===== src/rtl/aes_pkg.sv =====
// Shared AES constants, MixColumns FSM state type and GF(2^8) multiply helpers.
package aes_pkg;

  localparam int          STATE_W  = 128;
  localparam int          COL_W    = 32;
  localparam int          BYTE_W   = 8;
  localparam logic [7:0]  AES_POLY = 8'h1B;

  typedef enum logic [1:0] {IDLE, CALC, DONE} mc_state_e;

  function automatic logic [BYTE_W-1:0] xtime(input logic [BYTE_W-1:0] b);
    return {b[6:0], 1'b0} ^ (b[7] ? AES_POLY : 8'h00);
  endfunction

  function automatic logic [BYTE_W-1:0] gmul2(input logic [BYTE_W-1:0] b);
    return xtime(b);
  endfunction

  function automatic logic [BYTE_W-1:0] gmul3(input logic [BYTE_W-1:0] b);
    return xtime(b) ^ b;
  endfunction

  // Inverse coefficients are built from b*8, b*4, b*2 and b.
  function automatic logic [BYTE_W-1:0] gmul9(input logic [BYTE_W-1:0] b);
    return xtime(xtime(xtime(b))) ^ b;
  endfunction

  function automatic logic [BYTE_W-1:0] gmul11(input logic [BYTE_W-1:0] b);
    return xtime(xtime(xtime(b))) ^ xtime(b) ^ b;
  endfunction

  function automatic logic [BYTE_W-1:0] gmul13(input logic [BYTE_W-1:0] b);
    return xtime(xtime(xtime(b))) ^ xtime(xtime(b)) ^ b;
  endfunction

  function automatic logic [BYTE_W-1:0] gmul14(input logic [BYTE_W-1:0] b);
    return xtime(xtime(xtime(b))) ^ xtime(xtime(b)) ^ xtime(b);
  endfunction

endpackage


===== src/rtl/mix_column_unit.sv =====
// Combinational MixColumns of one 32-bit column (row 0 = MSB byte).
// Inverse matrix is only built when MIX_COLUMNS_INV_EN is defined.
module mix_column_unit
  import aes_pkg::*;
(
  input  logic [COL_W-1:0] col_i,
  input  logic             inv_i,
  output logic [COL_W-1:0] col_o
);

  logic [BYTE_W-1:0] a0, a1, a2, a3;
  logic [COL_W-1:0]  fwd;

  assign {a0, a1, a2, a3} = col_i;

  assign fwd = {gmul2(a0) ^ gmul3(a1) ^ a2        ^ a3,
                a0        ^ gmul2(a1) ^ gmul3(a2) ^ a3,
                a0        ^ a1        ^ gmul2(a2) ^ gmul3(a3),
                gmul3(a0) ^ a1        ^ a2        ^ gmul2(a3)};

`ifdef MIX_COLUMNS_INV_EN
  logic [COL_W-1:0] inv;

  assign inv = {gmul14(a0) ^ gmul11(a1) ^ gmul13(a2) ^ gmul9(a3),
                gmul9(a0)  ^ gmul14(a1) ^ gmul11(a2) ^ gmul13(a3),
                gmul13(a0) ^ gmul9(a1)  ^ gmul14(a2) ^ gmul11(a3),
                gmul11(a0) ^ gmul13(a1) ^ gmul9(a2)  ^ gmul14(a3)};

  assign col_o = inv_i ? inv : fwd;
`else
  logic unused_inv;
  assign unused_inv = inv_i;
  assign col_o      = fwd;
`endif

endmodule


===== src/rtl/mix_columns_iter.sv =====
// Iterative MixColumns engine: COLS_PER_CYCLE columns per clock, valid/ready in and out.
// Define MIX_COLUMNS_INV_EN to honour in_inv; otherwise every state uses the forward matrix.
module mix_columns_iter
  import aes_pkg::*;
#(
  parameter int COLS_PER_CYCLE = 1,
  parameter int STATE_W        = 128
) (
  input  logic               clk,
  input  logic               rst,
  input  logic               in_valid,
  output logic               in_ready,
  input  logic               in_inv,
  input  logic [STATE_W-1:0] in_state,
  output logic               out_valid,
  input  logic               out_ready,
  output logic [STATE_W-1:0] out_state,
  output logic               busy
);

  localparam int         NGRP = 4 / COLS_PER_CYCLE;
  localparam logic [1:0] LAST = 2'(NGRP - 1);

  if (!(COLS_PER_CYCLE == 1 || COLS_PER_CYCLE == 2 || COLS_PER_CYCLE == 4) ||
      STATE_W != aes_pkg::STATE_W) begin : g_bad_param
    $error("mix_columns_iter: COLS_PER_CYCLE must be 1, 2 or 4 and STATE_W 128");
  end

  mc_state_e                            state_q;
  logic [1:0]                           cnt_q;
  logic                                 inv_q;
  logic [3:0][COL_W-1:0]                work_q;
  logic                                 out_valid_q;
  logic [STATE_W-1:0]                   out_state_q;
  logic [COLS_PER_CYCLE-1:0][1:0]       cidx;
  logic [COLS_PER_CYCLE-1:0][COL_W-1:0] col_in, col_out;
  logic                                 mode_in;

`ifdef MIX_COLUMNS_INV_EN
  assign mode_in = in_inv;
`else
  logic unused_in_inv;
  assign unused_in_inv = in_inv;
  assign mode_in       = 1'b0;
`endif

  // Column 0 lives in work_q[3] (the MSBs), so column c is work_q[3-c].
  always_comb begin
    cidx   = '0;
    col_in = '0;
    for (int g = 0; g < COLS_PER_CYCLE; g++) begin
      cidx[g]   = 2'(int'(cnt_q) * COLS_PER_CYCLE + g);
      col_in[g] = work_q[2'd3 - cidx[g]];
    end
  end

  for (genvar g = 0; g < COLS_PER_CYCLE; g++) begin : g_unit
    mix_column_unit u_mix (
      .col_i (col_in[g]),
      .inv_i (inv_q),
      .col_o (col_out[g])
    );
  end

  // DONE accepts a new state only once the result is on the bus and taken.
  assign in_ready  = (state_q == IDLE) || (state_q == DONE && out_valid_q && out_ready);
  assign out_valid = out_valid_q;
  assign out_state = out_state_q;
  assign busy      = (state_q != IDLE);

  always_ff @(posedge clk) begin
    if (rst) begin
      state_q     <= IDLE;
      cnt_q       <= '0;
      inv_q       <= 1'b0;
      work_q      <= '0;
      out_valid_q <= 1'b0;
      out_state_q <= '0;
    end else begin
      if (in_valid && in_ready) begin
        work_q <= in_state;
        inv_q  <= mode_in;
        cnt_q  <= '0;
      end
      case (state_q)
        IDLE: if (in_valid) state_q <= CALC;
        CALC: begin
          for (int g = 0; g < COLS_PER_CYCLE; g++)
            work_q[2'd3 - cidx[g]] <= col_out[g];
          cnt_q <= cnt_q + 2'd1;
          if (cnt_q == LAST) state_q <= DONE;
        end
        DONE: begin
          if (!out_valid_q) begin
            out_valid_q <= 1'b1;
            out_state_q <= work_q;
          end else if (out_ready) begin
            out_valid_q <= 1'b0;
            state_q     <= in_valid ? CALC : IDLE;
          end
        end
        default: state_q <= IDLE;
      endcase
    end
  end

endmodule


===== config.mk =====
export PLATFORM = sky130hd
export DESIGN_NAME = mix_columns_iter
export DESIGN_NICKNAME = d
export VERILOG_FILES = /design/src/rtl/aes_pkg.sv /design/src/rtl/mix_column_unit.sv /design/src/rtl/mix_columns_iter.sv
export SDC_FILE = /design/constraint.sdc
export NUM_CORES = 1
export LEC_CHECK = 0
export CORE_MARGIN = 2
export CORE_UTILIZATION = 30
export DETAILED_ROUTE_END_ITERATION = 16
export SYNTH_ARGS = -nofsm -noshare
export SYNTH_HDL_FRONTEND = slang
export SYNTH_SLANG_ARGS = --single-unit

===== constraint.sdc =====
create_clock -name clk -period 2.3 [get_ports clk]
set_input_delay 0.46 -clock clk [delete_from_list [all_inputs] [get_ports clk]]
set_output_delay 0.46 -clock clk [all_outputs]
set_load 0.02 [all_outputs]

==> run_results.csv, run 1 <==
group,metric,value,unit
yosys,ys_warn_count,0,
routing,detail-route-antenna-nets,0,
floorplanning,start_util,30.2,%
sta,min_period,2.40,ns
setup_path,arrival,2.89,ns
sta,timing.final.crit_share,104,%
yosys,synth_seq_cells,261,
yosys,yosysTopAreaCellShare,39.3,%
setup_path,crit_type,"reg2reg",
routing,drt_drc_violations_left,0,
setup_path,path_cells,"buf_12, mux4_2, buf_6, xor3_1, xnor3_2, a211oi_2",
final_layout,diodes,0,
sta,slew_headroom,59.5,%
yosys,synth_compound_gate_area_share,26.5,%
sta,finalSetupTns,-0.963,ns
power_and_ir_drop,p_int,10.7,mW
final_layout,final_nets,1829,
setup_path,crit_family,"XOR/XNOR gates",
floorplanning,die_w,215,um
clock_tree,path_clk_slew,0.06,ns
yosys,synth_xor_area_share,10.0,%
routing,wire_per_inst,23.3,um
routing,via_count,13000,
status,outcome,"finished with violations",
routing,first_pass_iters,6,
final_layout,syn2layout_area_growth,41.8,%
power_and_ir_drop,cellLeakagePower,6.66,nW
final_layout,mostFrequentLayoutCell,"nand2_1",
yosys,postSynthCellCount,1440,
routing,vias_per_cell,5.63,
yosys,synth_flop_cell,"dfxtp_1",
yosys,synth-adder-area-share,0.376,%
sta,timing.hold.ws,0.400,ns
floorplanning,core,0.0440,mm2
floorplanning,io_pins,264,
clock_tree,ctsHtreeMaxLevel,1,
sta,clock_skew,0.0103,ns
setup_path,critPathLaunchType,"flop",
global_route,grt.overflow.total,0,
global_route,antenna_found_initial,0,
setup_path,crit_path_end_kind,"flop",
yosys,synth_top_area_cell,"dfxtp_1",
setup_path,cp_slowest_cell,"mux4_2",
routing,drt_wl_total,53600,um
sta,setup_viol,31,
power_and_ir_drop,power_frac_seq,31.5,%
min_path,hold_path.class,"in2reg",
place,gp_congestion,0.826,
setup_path,ff2ff_setup_slack,-0.1,ns
final_layout,mostFrequentLayoutCells,"nand2_1 (262), clkdlybuf4s50_1 (258), dfxtp_1 (257)",
setup_path,path_buf_inv,2,
min_path,min_to,"work_q[17]$_SDFF_PP0_",
clock_tree,clock_path_buffers,3,
run,maxCapViolations,0,
sta,maxSlewViolCount,0,
sta,max_freq,417,MHz
setup_path,r2r-start,"cnt_q[0]$_SDFFE_PP0P_",
setup_path,crit_required,2.80,ns
final_layout,fill_cells,4271,
power_and_ir_drop,powerDensity,837,mW/mm2
place,port_buffers,262,
global_route,grt_pass1_wl,80600,um
final_layout,final_util,42.8,%
global_route,grt_max_degree,129,
yosys,async_flop_share,0,%
yosys,avgSynthCellArea,9.24,um2
power_and_ir_drop,p_comb_share,35.7,%
setup_path,r2r_end,"work_q[11]$_SDFF_PP0_",
min_path,hp-start,"rst",
clock_tree,insertion_delay,0.57,ns
yosys,synth-edff-count,0,
yosys,yosys.cell_types.count,37,
global_route,grt_usage,22.3,%
yosys,synth_top_family_by_area,"compound AO/OA/AOI/OAI gates",
global_route,grt_pass1_vias,12700,
clock_tree,ctsHoldBuffers,0,
yosys,netlist_area,0.0133,mm2
yosys,yosys.area_share.simple,12.8,%
yosys,synth_nets,1577,
setup_path,crit_path_max_fanout,8,
yosys,synth.mux.area_fraction,5.73,%
clock_tree,clkSinkCount,261,
setup_path,slowest_delay,0.57,ns
yosys,yosysSeqAreaShare,39.3,%
clock_tree,cts_root_buf,"clkbuf_16",
yosys,synth_area_leaders,"dfxtp_1 (39%), a21oi_1 (8.6%), nand2_1 (7.4%)",
clock_tree,tritoncts,"done",
power_and_ir_drop,p_clk_share,32.8,%
min_path,worstHoldPathCells,2,
floorplanning,die-height,215,um
power_and_ir_drop,ir_drop,0.515,mV
sta,worst_slew_pin_slew,0.607,ns
sta,layout_setup_ws,-0.0968,ns
final_layout,drive_above_1_share,25.1,%
floorplanning,rows,77,
sta,final-hold-violation-count,0,
clock_tree,cts_buffers,31,
floorplanning,die_area,0.0460,mm2
sta,grt_setup_unrepaired,"yes",
power_and_ir_drop,total_power,15.8,mW
place,hpwl,36900,um
power_and_ir_drop,p_sw,5.10,mW
status,violations,"setup timing",
routing,drt_iter0_drc,1237,
setup_path,reg2reg_depth,6,
power_and_ir_drop,switching_share,32.3,%
routing by layer:
| layer | GRT usage, % | wire (um) | share of wire [%] | vias to the layer above |
|---|---|---|---|---|
| met3 | 4.30 | 4160 | 7.7 | 91 |
| met2 | 37.0 | 25400 | 47 | 604 |
| met1 | 29.9 | 22800 | 42 | 6400 |
| met4 | 5.72 | 1260 | 2.3 | 0 |
| met5 | 0 | 0 | 0 | - |
| li1 | - | - | - | 5878 |
flip-flops by register name (all words and copies together), names as in the netlist:
name	flops
work_q	128
out_valid	1
state_q	2
cnt_q	2
out_state	128
cells in the mapped netlist, drive strengths merged (2+ instances only):
master and number:
xor2 14, mux4 32, a31o 97, and2 5, xnor2 13, nand2 262
o31a 31, xor3 7, nor3 2, nand2b 2, dfxtp 261, ha 4
clkbuf 145, nor2b 3, inv 4, nor2 4, a21oi 228, xnor3 37
nand4 97, or3 2, a211oi 63, buf 27, o31ai 97
power by group through the flow:
| stage | combinational [mW] | clock (mW) | sequential [mW] |
|---|---|---|---|
| global route | 5.89 | 5.42 | 5.00 |
| global placement | 4.76 | 0 | 5.08 |
| detailed placement | 4.79 | 0 | 5.08 |
| finish | 5.63 | 5.18 | 4.98 |
| floorplan | 2.91 | 0 | 4.97 |
| CTS | 5.23 | 5.23 | 4.97 |
metrics by stage:
stage	std cells	worst slack [ns]	area (um2)
floorplan	1440	0.00333	13300
CTS	2296	-0.0726	18500
detailed placement	2225	-0.279	17100
finish	2306	-0.0968	18900
global route	2306	-0.156	18900
global placement	2225	-0.302	17100
kinds of logic (layout without fill, tap and decap cells):
family,after synthesis,count (layout)
XOR/XNOR,71,71
multiplexers,32,32
adder cells (fa/ha/maj),4,4
flip-flops,261,261
AND/OR/NAND/NOR,378,378
AO/OA/AOI/OAI,518,518
buffers and inverters,176,450
final cells by class:
type | count | area (um2) | area share, %
Clock inverter | 10 | 156 | 0.829
Tap cell | 592 | 741 | 3.93
Multi-Input combinational cell | 1003 | 7790 | 41.3
Inverter | 4 | 17.5 | 0.0929
Sequential cell | 261 | 5240 | 27.8
Clock buffer | 45 | 908 | 4.82
Timing Repair Buffer | 391 | 4010 | 21.3
timing repair:
action,4_1_cts,5_1_grt
setup buffers,17,10
pin swaps,21,15
hold endpoints to repair,0,0
resized for setup,63,71
endpoints found under the setup margin,114,94
worst max path at each step:
stage / startpoint / endpoint / slack (ns) / cells past startpoint
after floorplan: cnt_q[0]$_SDFFE_PP0P_ / work_q[30]$_SDFF_PP0_ / 0.003 / 6
after global placement: out_ready / in_ready / -0.30 / 4
after detailed placement: out_ready / in_ready / -0.28 / 4
after CTS: cnt_q[0]$_SDFFE_PP0P_ / work_q[11]$_SDFF_PP0_ / -0.07 / 6
after global routing: cnt_q[0]$_SDFFE_PP0P_ / work_q[11]$_SDFF_PP0_ / -0.16 / 6
final: cnt_q[0]$_SDFFE_PP0P_ / work_q[11]$_SDFF_PP0_ / -0.1 / 6
Power figures use the tool's default switching activity.
==> inputs of run 2 (changes only) <==
--- a/config.mk
+++ b/config.mk
@@ -5,9 +5,11 @@
 export SDC_FILE = /design/constraint.sdc
 export NUM_CORES = 1
 export LEC_CHECK = 0
+export ABC_AREA = 0
 export CORE_MARGIN = 2
-export CORE_UTILIZATION = 30
+export CORE_UTILIZATION = 47
 export DETAILED_ROUTE_END_ITERATION = 16
+export PLACE_DENSITY_LB_ADDON = 0.25
 export SYNTH_ARGS = -nofsm -noshare
 export SYNTH_HDL_FRONTEND = slang
 export SYNTH_SLANG_ARGS = --single-unit
==> run 2 against run 1 <==
Against the previous run:
- the run still ends with setup timing left
- non-clock buffer count shrank 5
- combinational power is 3.7% lower
- fmax down 2.7%
- wire length fell by 9.9%
- sequential cell count is the same
- hold slack gained 0.020 ns
- sequential share of layout area is 0.74 points higher
- critical path type unchanged
- critical endpoint is now work_q[28]$_SDFF_PP0_
==> run_results.csv, run 2 (same netlist as run 1, synthesis figures left out) <==
group,metric,value,unit
floorplanning,start_util,47.7,%
power_and_ir_drop,p_comb_share,35.7,%
floorplanning,core,0.0279,mm2
floorplanning,die_w,172,um
setup_path,crit_required,2.77,ns
routing,detail-route-antenna-nets,0,
final_layout,syn2layout_area_growth,38.1,%
status,outcome,"finished with violations",
setup_path,ff2ff_setup_slack,-0.16,ns
global_route,grt_usage,30.9,%
power_and_ir_drop,ir_drop,0.613,mV
global_route,antenna_found_initial,0,
min_path,hp-start,"in_valid",
clock_tree,tritoncts,"done",
min_path,hold_path.class,"in2reg",
global_route,grt_pass1_wl,71400,um
routing,first_pass_iters,6,
floorplanning,die-height,172,um
setup_path,r2r-start,"cnt_q[0]$_SDFFE_PP0P_",
sta,maxSlewViolCount,0,
global_route,grt_max_degree,129,
sta,grt_setup_unrepaired,"yes",
setup_path,crit_type,"reg2reg",
final_layout,fin_area,0.0184,mm2
clock_tree,ctsHtreeMaxLevel,1,
sta,timing.hold.ws,0.420,ns
global_route,grt_pass1_vias,12400,
power_and_ir_drop,powerDensity,827,mW/mm2
place,hpwl,30800,um
sta,timing.final.crit_share,107,%
final_layout,mostFrequentLayoutCell,"nand2_1",
place,post-place-ws,-0.135,ns
clock_tree,ctsHoldBuffers,0,
place,gp_congestion,0.904,
sta,max_freq,406,MHz
run,maxCapViolations,0,
clock_tree,path_clk_slew,0.07,ns
final_layout,mostFrequentLayoutCells,"nand2_1 (262), clkdlybuf4s50_1 (258), dfxtp_1 (257)",
clock_tree,clkSinkCount,261,
sta,worst_slew_pin_slew,0.604,ns
clock_tree,insertion_delay,0.55,ns
power_and_ir_drop,p_clk_share,31.5,%
clock_tree,clock_path_buffers,3,
final_layout,final_util,66.0,%
setup_path,r2r_end,"work_q[28]$_SDFF_PP0_",
place,port_buffers,262,
final_layout,fin_cells,2083,
clock_tree,cts_buffers,28,
status,violations,"setup timing",
sta,setup_viol,77,
place,placed_cells,2003,
routing,via_count,13300,
final_layout,diodes,0,
setup_path,arrival,2.93,ns
sta,min_period,2.46,ns
power_and_ir_drop,switching_share,32.2,%
clock_tree,cts_root_buf,"clkbuf_16",
global_route,grt.overflow.total,0,
sta,clock_skew,0.0153,ns
final_layout,final_nets,1821,
floorplanning,io_pins,264,
min_path,min_to,"work_q[67]$_SDFF_PP0_",
final_layout,drive_above_1_share,24.3,%
sta,layout_setup_ws,-0.163,ns
power_and_ir_drop,cellLeakagePower,6.57,nW
setup_path,critPathLaunchType,"flop",
sta,final-hold-violation-count,0,
routing,wire_per_inst,23.2,um
setup_path,crit_path_max_fanout,6,
place,placed_area,0.0167,mm2
setup_path,reg2reg_depth,6,
routing,vias_per_cell,6.39,
setup_path,crit_path_end_kind,"flop",
power_and_ir_drop,p_sw,4.89,mW
routing,drt_drc_violations_left,0,
power_and_ir_drop,p_int,10.3,mW
routing,drt_wl_total,48300,um
power_and_ir_drop,power_frac_seq,32.8,%
floorplanning,rows,61,
floorplanning,die_area,0.0297,mm2
min_path,worstHoldPathCells,4,
sta,slew_headroom,59.7,%
routing,drt_iter0_drc,1470,
-- run 2: cell count changes in the layout (fill, tap and decap cells not counted), moves of 5 or more --
cell and change:
a21oi_2 -10, xnor2_4 -5, a211oi_2 -7, a21oi_1 +10, a211oi_1 +7, clkinv_2 +5
-- run 2: area by class of cell --
class	count	area, um2
Tap cell	378	473
Inverter	4	17.5
Multi-Input combinational cell	1003	7730
Clock inverter	15	180
Fill cell	2165	9490
Sequential cell	261	5240
Timing Repair Buffer	386	3950
Clock buffer	36	792
-- run 2: routing by layer --
| layer | up-vias | routed length (um) | global-route usage [%] |
|---|---|---|---|
| met3 | 134 | 5560 | 6.57 |
| met4 | 0 | 1280 | 9.02 |
| met1 | 6346 | 19100 | 42.6 |
| met2 | 979 | 22400 | 49.0 |
| met5 | - | 0 | 0 |
| li1 | 5847 | - | - |
-- run 2: worst max-delay path, stage by stage (launching register included) --
cell and delay (ns):
dfxtp_4 0.38, buf_12 0.16, mux4_2 0.63, buf_4 0.21
xnor2_2 0.29, xnor3_2 0.49, a211oi_2 0.21
-- run 2: what timing repair did --
item                       in CTS  in global routing
buffers inserted               13                 20
resized for setup              61                 64
cloned                          1                  1
pin swaps                      15                 31
setup endpoints to repair      96                 99
-- run 2: power groups by stage --
stage                     logic, mW  clock network [mW]  registers [mW]
final                          5.42                4.79            4.99
after global routing           5.58                5.01            5.00
after CTS                      4.85                4.79            4.97
after detailed placement       4.50                   0            5.06
after global placement         4.47                   0            5.06
after floorplan                2.91                   0            4.97
-- run 2: per-stage QoR --
step,power [mW],setup TNS (ns)
2_1_floorplan,7.87,0
6_report,15.2,-3.43
5_1_grt,15.6,-6.86
3_3_place_gp,9.53,-1.96
4_1_cts,14.6,-0.985
3_5_place_dp,9.56,-3.97
-- run 2: how the worst max path moves through the flow --
stage / startpoint / slack [ns] / cells after the start / end
after floorplan: cnt_q[0]$_SDFFE_PP0P_ / 0.003 / 6 / work_q[30]$_SDFF_PP0_
after global placement: cnt_q[0]$_SDFFE_PP0P_ / -0.10 / 6 / work_q[8]$_SDFF_PP0_
after detailed placement: cnt_q[0]$_SDFFE_PP0P_ / -0.13 / 7 / work_q[20]$_SDFF_PP0_
after CTS: cnt_q[0]$_SDFFE_PP0P_ / -0.09 / 8 / work_q[31]$_SDFF_PP0_
after global routing: cnt_q[0]$_SDFFE_PP0P_ / -0.15 / 7 / work_q[9]$_SDFF_PP0_
final: cnt_q[0]$_SDFFE_PP0P_ / -0.16 / 6 / work_q[28]$_SDFF_PP0_
